**config.mk**
```make
export PLATFORM = sky130hd
export DESIGN_NAME = finger_status_conditioner
export DESIGN_NICKNAME = d
export VERILOG_FILES = /design/src/rtl/gesture_pkg.sv /design/src/rtl/finger_debounce.sv /design/src/rtl/finger_status_conditioner.sv
export SDC_FILE = /design/constraint.sdc
export NUM_CORES = 1
export LEC_CHECK = 0
export BUFFER_PORTS_ARGS = -buffer_cell sky130_fd_sc_hd__buf_2
export CORE_UTILIZATION = 51
export DETAILED_ROUTE_END_ITERATION = 10
export PLACE_DENSITY = 0.84
export SYNTH_ARGS = -nofsm -noshare
export SYNTH_HDL_FRONTEND = slang
export SYNTH_SLANG_ARGS = --single-unit
```
**constraint.sdc**
```tcl
create_clock -name clk -period 3.3 [get_ports clk]
set_clock_uncertainty 0.2 [all_clocks]
set_input_delay 0.33 -clock clk [delete_from_list [all_inputs] [get_ports clk]]
set_output_delay 0.33 -clock clk [all_outputs]
set_load 0.03 [all_outputs]
```
**src/rtl/gesture_pkg.sv**
```systemverilog
// Shared constants for the gesture pipeline: finger count, finger ordering and default ADC width.
package gesture_pkg;
    localparam int NUM_FINGERS = 5;
    localparam int THUMB       = 0;
    localparam int INDEX       = 1;
    localparam int MIDDLE      = 2;
    localparam int RING        = 3;
    localparam int PINKY       = 4;
    localparam int ADC_W_DEF   = 8;
endpackage

```
**src/rtl/finger_debounce.sv**
```systemverilog
// One finger: hysteresis threshold plus consecutive-sample debounce of a flex reading.
// Status updates on the edge that takes the STABLE_COUNT-th disagreeing strobe; no backpressure.
module finger_debounce #(
    parameter int ADC_W        = 8,
    parameter int BEND_HI      = 160,
    parameter int BEND_LO      = 96,
    parameter int STABLE_COUNT = 3
) (
    input  logic             clk,
    input  logic             rst,
    input  logic             sample_valid_i,
    input  logic [ADC_W-1:0] sample_i,
    output logic             status_o,
    output logic             flip_o,
    output logic             cnt_zero_o
);
    localparam int CNT_W = $clog2(STABLE_COUNT + 1);
    localparam logic [ADC_W-1:0] HI   = ADC_W'(BEND_HI);
    localparam logic [ADC_W-1:0] LO   = ADC_W'(BEND_LO);
    localparam logic [CNT_W-1:0] LAST = CNT_W'(STABLE_COUNT - 1);

    logic             status_q, status_d;
    logic [CNT_W-1:0] cnt_q, cnt_d;
    logic             raw;

    // Inside the dead band the reading simply agrees with the current status.
    always_comb begin
        raw = status_q;
        if (sample_i >= HI)
            raw = 1'b1;
        else if (sample_i <= LO)
            raw = 1'b0;
    end

    always_comb begin
        status_d = status_q;
        cnt_d    = cnt_q;
        if (sample_valid_i) begin
            if (raw == status_q) begin
                cnt_d = '0;
            end else if (cnt_q == LAST) begin
                status_d = raw;
                cnt_d    = '0;
            end else begin
                cnt_d = cnt_q + CNT_W'(1);
            end
        end
    end

    always_ff @(posedge clk or posedge rst) begin
        if (rst) begin
            status_q <= 1'b0;
            cnt_q    <= '0;
        end else begin
            status_q <= status_d;
            cnt_q    <= cnt_d;
        end
    end

    assign status_o   = status_q;
    assign flip_o     = status_d != status_q;
    assign cnt_zero_o = cnt_d == '0;
endmodule

```
**src/rtl/finger_status_conditioner.sv**
```systemverilog
// Five debounced bent/extended finger bits plus change pulse and hand-stable flag.
// Status visible the cycle after the deciding strobe edge; strobes may be back-to-back, no backpressure.
module finger_status_conditioner
    import gesture_pkg::*;
#(
    parameter int ADC_W        = ADC_W_DEF,
    parameter int BEND_HI      = 160,
    parameter int BEND_LO      = 96,
    parameter int STABLE_COUNT = 3
) (
    input  logic             clk,
    input  logic             rst,
    input  logic             sample_valid,
    input  logic [ADC_W-1:0] thumb_sample,
    input  logic [ADC_W-1:0] index_sample,
    input  logic [ADC_W-1:0] middle_sample,
    input  logic [ADC_W-1:0] ring_sample,
    input  logic [ADC_W-1:0] pinky_sample,
    output logic             thumb_status,
    output logic             index_status,
    output logic             middle_status,
    output logic             ring_status,
    output logic             pinky_status,
    output logic             status_changed,
    output logic             hand_stable
);
    logic [ADC_W-1:0]       sample_arr [NUM_FINGERS];
    logic [NUM_FINGERS-1:0] status_vec;
    logic [NUM_FINGERS-1:0] flip_vec;
    logic [NUM_FINGERS-1:0] cnt_zero_vec;

    logic seen_valid_q, seen_valid_d;
    logic status_changed_q, status_changed_d;
    logic hand_stable_q, hand_stable_d;

    assign sample_arr[THUMB]  = thumb_sample;
    assign sample_arr[INDEX]  = index_sample;
    assign sample_arr[MIDDLE] = middle_sample;
    assign sample_arr[RING]   = ring_sample;
    assign sample_arr[PINKY]  = pinky_sample;

    for (genvar f = 0; f < NUM_FINGERS; f++) begin : g_finger
        finger_debounce #(
            .ADC_W        (ADC_W),
            .BEND_HI      (BEND_HI),
            .BEND_LO      (BEND_LO),
            .STABLE_COUNT (STABLE_COUNT)
        ) u_deb (
            .clk            (clk),
            .rst            (rst),
            .sample_valid_i (sample_valid),
            .sample_i       (sample_arr[f]),
            .status_o       (status_vec[f]),
            .flip_o         (flip_vec[f]),
            .cnt_zero_o     (cnt_zero_vec[f])
        );
    end

    // Hand-stable uses next-state counters so it lines up with the status bits it describes.
    assign seen_valid_d     = seen_valid_q | sample_valid;
    assign status_changed_d = |flip_vec;
    assign hand_stable_d    = seen_valid_d & (&cnt_zero_vec);

    always_ff @(posedge clk or posedge rst) begin
        if (rst) begin
            seen_valid_q     <= 1'b0;
            status_changed_q <= 1'b0;
            hand_stable_q    <= 1'b0;
        end else begin
            seen_valid_q     <= seen_valid_d;
            status_changed_q <= status_changed_d;
            hand_stable_q    <= hand_stable_d;
        end
    end

    assign thumb_status   = status_vec[THUMB];
    assign index_status   = status_vec[INDEX];
    assign middle_status  = status_vec[MIDDLE];
    assign ring_status    = status_vec[RING];
    assign pinky_status   = status_vec[PINKY];
    assign status_changed = status_changed_q;
    assign hand_stable    = hand_stable_q;
endmodule

```
# ---- Word level (Yosys, flattened, before mapping)
# Cells that the tools add are included.
dict set report classes {
  n_bitwise 2
  muxes 40
  eq_ne 15
  n_reduce_logical 7
  magnitude_cmp 10
  n_addsub 5
}
# op count
set op_table {}
lappend op_table {{8-bit greater-or-equal comparator, second input constant} 5}
lappend op_table {{8-bit by 7-bit <= comparator with 1-bit output, second input constant} 5}
lappend op_table {{2-bit two-way mux} 15}
lappend op_table {{1-bit two-way mux} 25}
lappend op_table {{2-bit by 1-bit adder with 2-bit output, second input constant} 5}
lappend op_table {{2-bit == test, second input constant} 5}
lappend op_table {{2-bit logical NOT} 5}
lappend op_table {{1-bit == test} 5}
lappend op_table {{1-bit inequality test} 5}
lappend op_table {{5-bit AND reduction} 1}
lappend op_table {{5-bit OR reduction} 1}
lappend op_table {{1-bit bitwise AND} 1}
lappend op_table {{1-bit bitwise OR} 1}
dict set report totals {
  ff_bits 18
  elab_cells 92
  output_inout_bits 7
}

# ---- Logic depth before layout (Yosys ltp)
dict set report logic_depth {
  word_depth 9
  ltp_mapped 6
  depth_no_buf 5
}

# ---- Hierarchy
# Synthesis repeated with hierarchy kept, for this count alone.
dict set report unflattened {
  hier_cells 156
  hier_area_um2 1276.2
}
# module cells_each seq_area_each_um2 n_inst area_each_um2
set modules_own_cells {}
lappend modules_own_cells {finger_debounce 29 75.1 5 232.7}
lappend modules_own_cells {finger_status_conditioner 11 75.1 1 112.6}

# ---- Worst setup path after synthesis
# Ideal clock, no wire load.
dict set report synth_timing {
  kind {reg-to-reg}
  from {register g_finger[0].u_deb.status_q}
  to {register hand_stable_q (netlist: hand_stable)}
  path_stages_with_launch 6
  arrival_time_ns 1.534
  path_slack_ns 1.416
  t_required_ns 2.950
  cell_sequence {dfrtp_1 -> or4b_1 -> o2bb2ai_1 -> o211ai_1 -> a31oi_1 -> a2111oi_0}
}
dict set report synth_via {
  elab_chain_len 8
}
# item line
set synth_lines {}
lappend synth_lines {{start, declared} finger_debounce.sv:22} ;# logic status_q, status_d;
lappend synth_lines {{start signal, assigned} finger_debounce.sv:55} ;# status_q <= status_d;
lappend synth_lines {{1-bit two-way mux} finger_debounce.sv:31} ;# else if (sample_i <= LO)
lappend synth_lines {{1-bit two-way mux} finger_debounce.sv:29} ;# if (sample_i >= HI)
lappend synth_lines {{1-bit == test (*)} finger_debounce.sv:39} ;# if (raw == status_q) begin
lappend synth_lines {{2-bit two-way mux (*)} finger_debounce.sv:39}
lappend synth_lines {{2-bit two-way mux (*)} finger_debounce.sv:38} ;# if (sample_valid_i) begin
lappend synth_lines {{2-bit logical NOT (*)} finger_debounce.sv:62} ;# assign cnt_zero_o = cnt_d == '0;
lappend synth_lines {{5-bit AND reduction (*)} finger_status_conditioner.sv:62} ;# assign hand_stable_d = seen_valid_d & (&cnt_zero_vec);
lappend synth_lines {{1-bit bitwise AND (*)} finger_status_conditioner.sv:62}
lappend synth_lines {{named net hand_stable_d} finger_status_conditioner.sv:34} ;# logic hand_stable_q, hand_stable_d;
lappend synth_lines {{end signal, assigned} finger_status_conditioner.sv:72} ;# hand_stable_q <= hand_stable_d;
lappend synth_lines {{end, declared} finger_status_conditioner.sv:34}
# The timed path passes the listed nets; every way through them passes the cells marked *.

# ---- Final worst setup path
# Same ends and word-level chain as after synthesis.

==> flow_summary.ini <==
[detailed_routing]
via_count = 1276
ant_nets = 0
routedWlPerCell_um = 13.1
drt_iter0_drc = 26
drc_errors = 0
vias_per_cell = 5.75
first_pass_iters = 4
wirelength_mm = 2.91

[pwr]
total_power_mw = 0.778
p_leak_nw = 0.696
ir_worst_vdd_uv = 411
power_density_nw_per_um2 = 518

[worst_setup_path]
critical_path_class = flop to flop
endpoint_kind = flop
crit_arrival_ns = 1.83
worst_ep_required_time_ns = 3.25
cp-start-kind = flop
worst-path-max-fanout = 7

[logic_synthesis]
syn-instance-count = 144
seq_area_frac_synth = 0.379
synth_edf_count = 0
synth_top_area_cell = dfrtp_1
ys_warn_count = 0
synthFlopType = dfrtp_1
ys_ff_latch = 18
synth_commonest_cells = 18 x dfrtp_1, 15 x nor2_1, 13 x inv_1, 13 x nand2_1, 9 x nand3_1
syn_nets = 187
async_flop_share = 1.00
synth.most_common_cell = dfrtp_1
yosysUniqueCellTypes = 44
synth_area_um2 = 1190
yosysTopAreaCellShare = 0.379
ys_top_cells_by_area = dfrtp_1 38%, nor2_1 4.7%, inv_1 4.1%
synth_area_per_cell_um2 = 8.25

[placed_design]
dpl_cell_area_um2 = 1450
port_buffers = 49
gp_congestion = 0.827
hpwl_mm = 2.37

[floorplan]
fp.dieW_um = 50.3
rows = 17
dieHeight_um = 50.3
start_util = 0.537
core_um2 = 2210
io_pins = 50
die_area_um2 = 2530

[sta]
worst_slew_pin_slew_ns = 0.662
report.final.slew_viol_count = 0
max-slew-margin-rel = 0.559
hold_viol = 0
rsz0062_at_grt = false
fin_crit_sh = 0.570
post-route-min-period_ns = 1.88
setup-violations-final = 0
setup_tns_ns = 0
max_freq_mhz = 531

[min_path]
hold_path_class = input pin to flop

[clock_network]
cts-root-buf = clkbuf_4
cts_tree = built
cts.htree.levels = 1
clk_latency_ns = 0.29
cts_resized = 0
cts-buffers-inserted = 3
clk_pin_slew_worst_paths_ns = 0.10
clock_path_buffers = 2
cts_sinks = 18

[cells_and_area]
drive_above_1_share = 0.309
area_growth_pct = 26.2
n_antenna_cell = 0
postLayoutCellArea_um2 = 1500
fin_util = 0.678
final_nets = 238

[global_route]
grt_usage = 0.252
grt_remaining_overflow = 0
antenna_found_initial = 0
grt_max_degree = 28
grt_pass1_vias = 1182
grt_pass1_wl_mm = 4.82

[run_status]
status = finished clean

[job]
maxCapViolCount = 0
==> flip-flops by register name, summed over array words and instances (netlist names) <==
| register | count |
|---|---|
| hand_stable | 1 |
| g_finger.u_deb.cnt_q | 10 |
| status_changed | 1 |
| seen_valid_q | 1 |
| g_finger.u_deb.status_o | 5 |
==> routing by layer <==
metal / track usage / part of all wire / wire length [um] / up-vias
met5: 0 / 0 / 0 / -
met4: 0.0381 / 0.0038 / 11 / 0
met2: 0.473 / 0.53 / 1550 / 33
met1: 0.292 / 0.42 / 1230 / 600
li1: - / - / - / 641
met3: 0.0545 / 0.040 / 115 / 2
==> report_power, final <==
part           leakage, nW  internal, mW  switching, mW
Sequential           0.222         0.278         0.0617
Combinational        0.453         0.128          0.175
Clock               0.0210        0.0672         0.0675
Total                0.696         0.473          0.305
==> final timing paths <==
| path | slack (ns) | endpoint | cells after the start | startpoint |
|---|---|---|---|---|
| setup / recovery | 1.42 | hand_stable | 5 | g_finger[0].u_deb.status_o |
| hold / removal | 0.09 | g_finger[1].u_deb.status_o | 3 | index_sample[6] |
| setup reg to reg | 1.42 | hand_stable | 5 | g_finger[0].u_deb.status_o |
| hold reg to reg | 0.30 | seen_valid_q | 1 | seen_valid_q |
| max in group asynchronous | 2.02 | g_finger[0].u_deb.status_o | 3 | rst |
| min in group asynchronous | 0.46 | g_finger[1].u_deb.status_o | 3 | rst |
==> what timing repair did <==
action / CTS / global route
setup buffers: 0 / 0
hold buffers: 1 / 0
hold endpoints to repair: 18 / 0
==> cell families after synthesis <==
logic type | share of synthesized area
buffers and inverters | 0.0537
AND/OR/NAND/NOR | 0.291
multiplexers | 0.0432
XOR/XNOR | 0.0147
AO/OA/AOI/OAI | 0.219
flip-flops | 0.379
==> critical path: stages, from the launching register on <==
cell and delay [ns]:
dfrtp_1 0.45, or4b_1 0.46, o2bb2ai_1 0.20, o211ai_1 0.15, a31oi_1 0.20, a2111oi_0 0.09
==> cell usage in the layout, fill, tap and decap left out, types with 4 or more instances in the layout <==
master    instances
buf_2            49
dfrtp_1          18
nor2_1           15
inv_1            13
nand2_1          13
nand3_1           9
o21ai_0           7
o211ai_1          5
mux2i_1           4
o22ai_1           4
nor3_1            4
==> final cells by class <==
class                      count  area [um2]
inverter                      13        48.8
multi-input combinational    109         674
timing repair buffer          50         255
fill                         184         712
sequential                    18         450
tap                           28        35.0
clock buffer                   4        36.3
==> metrics by stage <==
stage / setup slack, ns / hold WS [ns] / instances
floorplan: 1.42 / 0.0686 / 144
global placement: 1.36 / 0.266 / 217
detailed placement: 1.32 / 0.263 / 217
CTS: 1.42 / 0.0811 / 222
global route: 1.30 / 0.0890 / 222
finish: 1.42 / 0.0883 / 222
Power figures use the tool's default switching activity.
